[src/rtl/key_entry_pkg.sv]
// Shared key codes and FSM state encoding for the keypad entry controller.
package key_entry_pkg;

  localparam logic [3:0] KEY_NONE  = 4'hF;
  localparam logic [3:0] KEY_ADD   = 4'hA;
  localparam logic [3:0] KEY_SUB   = 4'hB;
  localparam logic [3:0] KEY_BKSP  = 4'hC;
  localparam logic [3:0] KEY_ENTER = 4'hD;
  localparam logic [3:0] KEY_CLEAR = 4'hE;

  typedef enum logic [1:0] {S_OPA, S_OPB, S_DONE} state_t;

  function automatic logic is_digit(input logic [3:0] k);
    return k <= 4'd9;
  endfunction

endpackage

[src/rtl/module_key_press_detect.sv]
// Turns the scanner's intermittent sample stream into one strobe per key press.
// A key is locked out until RELEASE_CYCLES consecutive idle codes are seen.
module module_key_press_detect
  import key_entry_pkg::*;
#(
  parameter int RELEASE_CYCLES = 100000
) (
  input  logic       clk,
  input  logic       reset,
  input  logic [3:0] sample,
  output logic       accept,
  output logic       key_strobe,
  output logic [3:0] key_code
);

  localparam int CNT_W = (RELEASE_CYCLES > 2) ? $clog2(RELEASE_CYCLES) : 1;

  logic             lock;
  logic [CNT_W-1:0] release_cnt;

  // Combinational so the controller can act on the key at the accepting edge.
  assign accept = !lock && (sample != KEY_NONE);

  always_ff @(posedge clk) begin
    if (reset) begin
      lock        <= 1'b0;
      release_cnt <= '0;
      key_strobe  <= 1'b0;
      key_code    <= '0;
    end else begin
      key_strobe <= 1'b0;
      if (accept) begin
        key_strobe  <= 1'b1;
        key_code    <= sample;
        lock        <= 1'b1;
        release_cnt <= '0;
      end else if (lock) begin
        if (sample != KEY_NONE) begin
          release_cnt <= '0;
        end else if (release_cnt == CNT_W'(RELEASE_CYCLES - 1)) begin
          lock        <= 1'b0;
          release_cnt <= '0;
        end else begin
          release_cnt <= release_cnt + CNT_W'(1);
        end
      end
    end
  end

endmodule

[src/rtl/module_key_entry_ctrl.sv]
// Collects debounced keypad events into two BCD operands plus an operator and
// hands them to the arithmetic datapath over a valid/ready handshake.
//
//   state  | meaning
//   S_OPA  | editing operand A
//   S_OPB  | editing operand B, operator may still be changed
//   S_DONE | transaction presented, waiting for out_ready
module module_key_entry_ctrl
  import key_entry_pkg::*;
#(
  parameter int DIGITS         = 3,
  parameter int RELEASE_CYCLES = 100000
) (
  input  logic                         clk,
  input  logic                         reset,
  input  logic [3:0]                   sample,
  output logic                         key_strobe,
  output logic [3:0]                   key_code,
  output logic [4*DIGITS-1:0]          entry_value,
  output logic [$clog2(DIGITS+1)-1:0]  digit_count,
  output logic                         entering_b,
  output logic                         out_valid,
  input  logic                         out_ready,
  output logic [4*DIGITS-1:0]          operand_a,
  output logic [4*DIGITS-1:0]          operand_b,
  output logic                         op_sub
);

  localparam int BCD_W = 4 * DIGITS;
  localparam int CNT_W = $clog2(DIGITS + 1);

  state_t state;
  logic   accept;
  logic   clear_now;

  module_key_press_detect #(
    .RELEASE_CYCLES(RELEASE_CYCLES)
  ) u_press_detect (
    .clk       (clk),
    .reset     (reset),
    .sample    (sample),
    .accept    (accept),
    .key_strobe(key_strobe),
    .key_code  (key_code)
  );

  function automatic logic [BCD_W-1:0] push_digit(input logic [BCD_W-1:0] v,
                                                  input logic [3:0] d);
    return {v[BCD_W-5:0], d};
  endfunction

  function automatic logic [BCD_W-1:0] pop_digit(input logic [BCD_W-1:0] v);
    return {4'h0, v[BCD_W-1:4]};
  endfunction

  // Clear key and datapath acceptance land on the same action, so a
  // coincident pair cannot double-fire.
  assign clear_now = (accept && sample == KEY_CLEAR) || (state == S_DONE && out_ready);

  assign entering_b  = (state == S_OPB);
  assign entry_value = (state == S_OPA) ? operand_a : operand_b;

  always_ff @(posedge clk) begin
    if (reset || clear_now) begin
      state       <= S_OPA;
      operand_a   <= '0;
      operand_b   <= '0;
      op_sub      <= 1'b0;
      digit_count <= '0;
      out_valid   <= 1'b0;
    end else if (accept) begin
      case (state)
        S_OPA: begin
          if (is_digit(sample)) begin
            if (digit_count < CNT_W'(DIGITS)) begin
              operand_a   <= push_digit(operand_a, sample);
              digit_count <= digit_count + CNT_W'(1);
            end
          end else if (sample == KEY_BKSP) begin
            if (digit_count != '0) begin
              operand_a   <= pop_digit(operand_a);
              digit_count <= digit_count - CNT_W'(1);
            end
          end else if (sample == KEY_ADD || sample == KEY_SUB) begin
            op_sub      <= (sample == KEY_SUB);
            digit_count <= '0;
            state       <= S_OPB;
          end
        end
        S_OPB: begin
          if (is_digit(sample)) begin
            if (digit_count < CNT_W'(DIGITS)) begin
              operand_b   <= push_digit(operand_b, sample);
              digit_count <= digit_count + CNT_W'(1);
            end
          end else if (sample == KEY_BKSP) begin
            if (digit_count != '0) begin
              operand_b   <= pop_digit(operand_b);
              digit_count <= digit_count - CNT_W'(1);
            end
          end else if (sample == KEY_ADD || sample == KEY_SUB) begin
            op_sub <= (sample == KEY_SUB);
          end else if (sample == KEY_ENTER) begin
            out_valid <= 1'b1;
            state     <= S_DONE;
          end
        end
        S_DONE: ;
        default: state <= S_OPA;
      endcase
    end
  end

endmodule
[config.mk]
export PLATFORM = sky130hd
export DESIGN_NAME = module_key_entry_ctrl
export DESIGN_NICKNAME = d
export VERILOG_FILES = /design/src/rtl/key_entry_pkg.sv /design/src/rtl/module_key_press_detect.sv /design/src/rtl/module_key_entry_ctrl.sv
export SDC_FILE = /design/constraint.sdc
export NUM_CORES = 1
export LEC_CHECK = 0
export CAP_MARGIN = 20
export CORE_MARGIN = 5
export CORE_UTILIZATION = 47
export CTS_CLUSTER_SIZE = 10
export DETAILED_ROUTE_END_ITERATION = 16
export GPL_TIMING_DRIVEN = 0
export HOLD_SLACK_MARGIN = 0.03
export PLACE_DENSITY = 0.76
export SLEW_MARGIN = 20
export SYNTH_ARGS = -nofsm -noshare
export SYNTH_HDL_FRONTEND = slang
export SYNTH_HIERARCHICAL = 1
export SYNTH_SLANG_ARGS = --single-unit
[constraint.sdc]
create_clock -name clk -period 1.6 [get_ports clk]
set_input_delay 0.32 -clock clk [delete_from_list [all_inputs] [get_ports clk]]
set_output_delay 0.32 -clock clk [all_outputs]
set_load 0.02 [all_outputs]
# Word level (Yosys, flattened, before mapping)
# Cells that the tools add are included.
# op_classes
n_addsub,3
n_lt_le_gt_ge,2
n_eq_ne,19
n_mux,32
bitwise_logic,4
reduce_logical,20
# ops
op,count
12-bit 2-to-1 mux,9
17-bit 2-to-1 mux,2
2-bit 2-to-1 mux,14
"4-bit equality test, second input constant",5
"17-bit by 1-bit adder with 17-bit output, second input constant",1
"17-bit equality test, second input constant",1
5-bit AND reduction,3
"2-bit inequality test, second input constant",5
9-bit AND reduction,1
2-bit nonzero test,4
"2-bit by 1-bit inequality test with 1-bit output, second input constant",3
2-bit case mux with 3 select lines,1
6-bit AND reduction,1
1-bit 2-to-1 mux,5
"4-bit <= comparator, second input constant",1
"4-bit by 1-bit inequality test with 1-bit output, second input constant",1
"4-bit inequality test, second input constant",1
1-bit NOT,4
2-bit case mux with 2 select lines,1
4-bit AND reduction,1
2-bit OR reduction,2
1-bit logical AND,3
1-bit logical OR,3
"3-bit by 1-bit inequality test with 1-bit output, second input constant",1
7 further kinds,7
# totals
regBits,53
input_bits,7
out_inout_bits,46
wordCells,90

# Logic depth before layout (Yosys ltp)
# depth
word_depth,6
mapped_depth,8
mapped_depth_nobuf,6

# Hierarchy
# The synthesis kept the hierarchy.
# modules_own_cells
module,instances,cells_per_inst,area_each_um2
module_key_entry_ctrl,1,202,1650.3
module_key_press_detect,1,138,1221.2

# Worst setup path before layout
# OpenSTA, ideal clock, no wires.
# synth_path
path_kind,input -> register
startpoint,input sample[1]
endpoint,register operand_b[7]
arrival_ns,1.691
path_slack_ns,-0.179
cell_stages,8
n_path_buf,2
cell_sequence,nand4_2 > nor2b_1 > buf_2 > nand2_2 > a311oi_2 > buf_4 > a21oi_1 > a311oi_2
# synth_between
elab_chain_len,5
elab_cells_between_ends,13
classes_between,1 x order compare; 4 x eq/ne; 1 x mux; 7 x reduce/logical
# synth_lines
element,line,rtl
"start, declared",module_key_entry_ctrl.sv:16,"input logic [3:0] sample,"
4-bit inequality test *,module_key_press_detect.sv:22,assign accept = !lock && (sample != KEY_NONE);
1-bit logical AND *,module_key_press_detect.sv:22,
via accept,module_key_entry_ctrl.sv:33,logic accept;
1-bit logical AND,module_key_entry_ctrl.sv:58,assign clear_now = (accept && sample == KEY_CLEAR) || (state == S_DONE && out_ready);
1-bit logical OR,module_key_entry_ctrl.sv:58,
1-bit logical OR,module_key_entry_ctrl.sv:64,if (reset || clear_now) begin
"end signal, assigned",module_key_entry_ctrl.sv:93,"operand_b <= push_digit(operand_b, sample);"
"end signal, assigned",module_key_entry_ctrl.sv:98,operand_b <= pop_digit(operand_b);
"end, declared",module_key_entry_ctrl.sv:25,"output logic [4*DIGITS-1:0] operand_b,"
# The timed path passes the listed nets; every way through them passes the cells marked *.
# A chain may end at the register's enable or synchronous reset.

# Worst setup path in the final report
# layout_path
startpoint,register state[1]
endpoint,output entry_value[9]
# layout_between
elab_chain_len,2
# layout_lines
element,line,rtl
"start, declared",module_key_entry_ctrl.sv:32,state_t state;
"start signal, assigned",module_key_entry_ctrl.sv:65,state <= S_OPA;
"start signal, assigned",module_key_entry_ctrl.sv:87,state <= S_OPB;
"start signal, assigned",module_key_entry_ctrl.sv:105,state <= S_DONE;
2-bit logical NOT,module_key_entry_ctrl.sv:61,assign entry_value = (state == S_OPA) ? operand_a : operand_b;
12-bit 2-to-1 mux,module_key_entry_ctrl.sv:61,
"end, declared",module_key_entry_ctrl.sv:19,"output logic [4*DIGITS-1:0] entry_value,"
# Every way passes these cells.

==> impl_metrics.ini <==
[worst_setup_path]
critPathSlowestCell = dfxtp_4
crit_chain = nor2_4, buf_6, mux2_4, buf_6
reg2reg_to = digit_count[1]
cp.required_ps = 1280
reg2regPathDepth = 7
end_kind = primary output
critPathKind = register to primary output
arrival_ps = 1490
cpLargestDelayFamily = flip-flops
critPathMaxStageDelay_ps = 370
start_kind = register
r2r-start = u_press_detect/lock
critPathMaxFanout = 5
crit_buf_inv = 2
r2r_slack_ps = -60
path_common_cell = buf_6

[clocking]
cts_tree = done
clockBufferDepth = 2
h-tree-depth = 2
clock_sinks = 53
clock_latency_ps = 310
cts-buffers-inserted = 5
path_clk_slew_ps = 100
cts-root-buf = clkbuf_8

[finish]
n_fill_cell = 449
drive_gt1_share_pct = 33.5
area_growth_pct = 44.7
n_antenna_cell = 0
layout.nets = 434
layout_common_cells = 42 x dfxtp_1, 30 x nand2_1, 30 x a21oi_1, 27 x dlygate4sd2_1, 25 x buf_4
final_common_cell = dfxtp_1

[drt]
dr_total_vias = 3126
drt_pass1_iterations = 5
drc = 0
wl_per_cell_um = 18.6
routed_wl_um = 9340
drt_iter0_markers = 247
antenna_left = 0
viasPerCell = 6.23

[timing]
clock_skew_ps = 13.0
worst_pin_slew_ps = 551
fin_tns_setup_ps = -2480
slew_viol_final = 0
fin_crit_ps = 1810
slew_headroom_pct = 63.3
fin_ws_ps = -209
rsz0062_at_grt = yes
fin_crit_sh_pct = 113
setup_violations = 31
hold_viol = 0
whs_ps = 378
max_freq_mhz = 553

[power_and_ir_drop]
worst_ir_drop_vdd_mv = 0.525
power.internal_w = 0.00213
pwr-share-seq_pct = 47.1
power.density_nw_per_um2 = 713
p_leak_nw = 1.65
p_sw_w = 0.000834
clockPowerShare_pct = 32.5
sw_frac_of_total_pct = 28.2
pwr-share-comb_pct = 20.4

[logic_synthesis]
ys_types = 61
synth_compound_area_share_pct = 24.8
synth-main-ff-cell = dfxtp_1
synth_adder_area_share_pct = 0.436
synth_xor_area_share_pct = 0.610
syn_nets = 348
yosysSeqAreaShare_pct = 36.9
yosys.area_share.simple_pct = 25.8
async_reset_ff_share_pct = 0
syn_inst = 340
avgSynthCellArea_um2 = 8.45
synth_edf_count = 0
synth_seq_cells = 53
synthesis.area_um2 = 2870
synth_top_family_by_area = simple AND/OR/NAND/NOR gates
ys_warn_count = 6
muxShareOfSynthArea_pct = 5.66

[min_path]
hold_end = u_press_detect/key_code[1]
whs_path_depth = 3
min_from = sample[1]
hold_path_class = input port to register

[global_routing]
grt_pass1_vias = 2855
grt_max_degree = 17
gr-total-overflow = 0
grt_pass1_wl_um = 14000
grt.total_usage_pct = 22.8
antenna_found_initial = 0

[placed_design]
portBuffers = 52
dp_hpwl_um = 5910
place.gp.congestion = 0.953
dp_slack_ps = -1070

[run_status]
violations = negative setup slack
outcome = complete, but fails checks

[flow_run]
cap_violations = 0

[floorplanning]
fp.dieArea_um2 = 7770
dieHeight_um = 88.2
fp.dieW_um = 88.2
start_util_pct = 48.5
rows = 28
io_pins = 53
coreArea_um2 = 5920
==> sequential cells by signal, summed over array words and instances, names as in the netlist <==
register	count
operand_a	12
u_press_detect/key_code	4
u_press_detect/key_strobe	1
state	2
operand_b	12
u_press_detect/release_cnt	17
out_valid	1
u_press_detect/lock	1
digit_count	2
op_sub	1
==> per-stage QoR <==
stage | area, um^2 | power (W) | std cells | util (%)
after global placement | 3520 | 0.00191 | 467 | 59.5
after floorplan | 2910 | 0.00172 | 340 | -
final | 4160 | 0.00296 | 502 | 70.2
after detailed placement | 3520 | 0.00192 | 467 | 59.5
after global routing | 4160 | 0.00307 | 502 | 70.2
after CTS | 3880 | 0.00291 | 490 | 65.5
==> power by group through the flow <==
stage	Sequential (W)	Combinational (W)	Clock (W)
finish	0.00140	0.000603	0.000962
global route	0.00140	0.000637	0.00103
detailed placement	0.00143	0.000490	0
global placement	0.00142	0.000483	0
floorplan	0.00146	0.000258	0
CTS	0.00139	0.000537	0.000974
==> final cells by class <==
cell class	instances	area [um^2]	share of cell area, %
clock inverters	2	37.5	0.903
repair buffers	82	781	18.8
flip-flops and latches	53	1080	26.1
inverters	9	33.8	0.813
well taps	75	93.8	2.26
plain buffers	21	159	3.82
multi-input cells	254	1880	45.3
clock buffers	6	82.6	1.99
==> worst max path at each step <==
stage / startpoint / depth (start not counted) / endpoint
after floorplan: sample[3] / 7 / operand_b[6]
after global placement: sample[0] / 8 / digit_count[1]
after detailed placement: sample[0] / 8 / operand_b[6]
after CTS: state[1] / 4 / entry_value[9]
after global routing: state[1] / 4 / entry_value[7]
final: state[1] / 4 / entry_value[9]
==> synthesized netlist by cell type, drive strengths merged (2+ instances only) <==
cell type	count	area share [%]
dfxtp	53	37
a21oi	35	6.1
nand2	35	4.7
nand3	22	3.8
o21ai	20	3.5
nor2	19	2.7
buf	17	3.6
a31oi	13	2.8
a311oi	12	4.5
nand4	11	2.8
mux2	10	3.9
inv	9	1.2
clkbuf	7	0.96
nor3	6	1.0
mux2i	5	1.7
nand2b	5	1.1
nor4	5	1.3
and4	4	1.3
nand4b	4	1.2
o211ai	4	1.2
and2	3	0.70
nand3b	3	0.78
nor2b	3	0.65
o311ai	3	0.92
o31ai	3	1.4
and3	2	0.44
nor4b	2	1.0
o2111ai	2	0.61
o21a	2	0.52
o22ai	2	0.44
or3b	2	0.61
xor2	2	0.61
==> repair_timing <==
action,4_1_cts,5_1_grt
endpoints found under the setup margin,93,61
pin swaps,8,15
cloned,2,2
setup buffers,15,11
resized for setup,167,54
hold buffers,0,0
==> worst min-delay path: cells and delay by family <==
family,cells,cell delay [ps]
buffers and inverters,1,150
muxes,1,90
and+or+nand+nor,1,90
==> routing by layer <==
metal | routed length, um | vias to the layer above | GRT usage (%)
met5 | 0 | - | 0
met4 | 112 | 0 | 6.59
met3 | 641 | 10 | 3.76
met2 | 4620 | 128 | 38.3
met1 | 3970 | 1530 | 30.2
li1 | - | 1458 | -
==> cell families (layout without fill, tap and decap cells) <==
kind of cell / Yosys count / in the layout
AOI/OAI and AO/OA: 105 / 105
buffers and inverters: 33 / 120
and+or+nand+nor: 131 / 131
muxes: 15 / 15
adders and majority gates: 1 / 1
DFF: 53 / 53
xor gates and xnor gates: 2 / 2
Note: power is estimated with default switching activity, not from simulation.
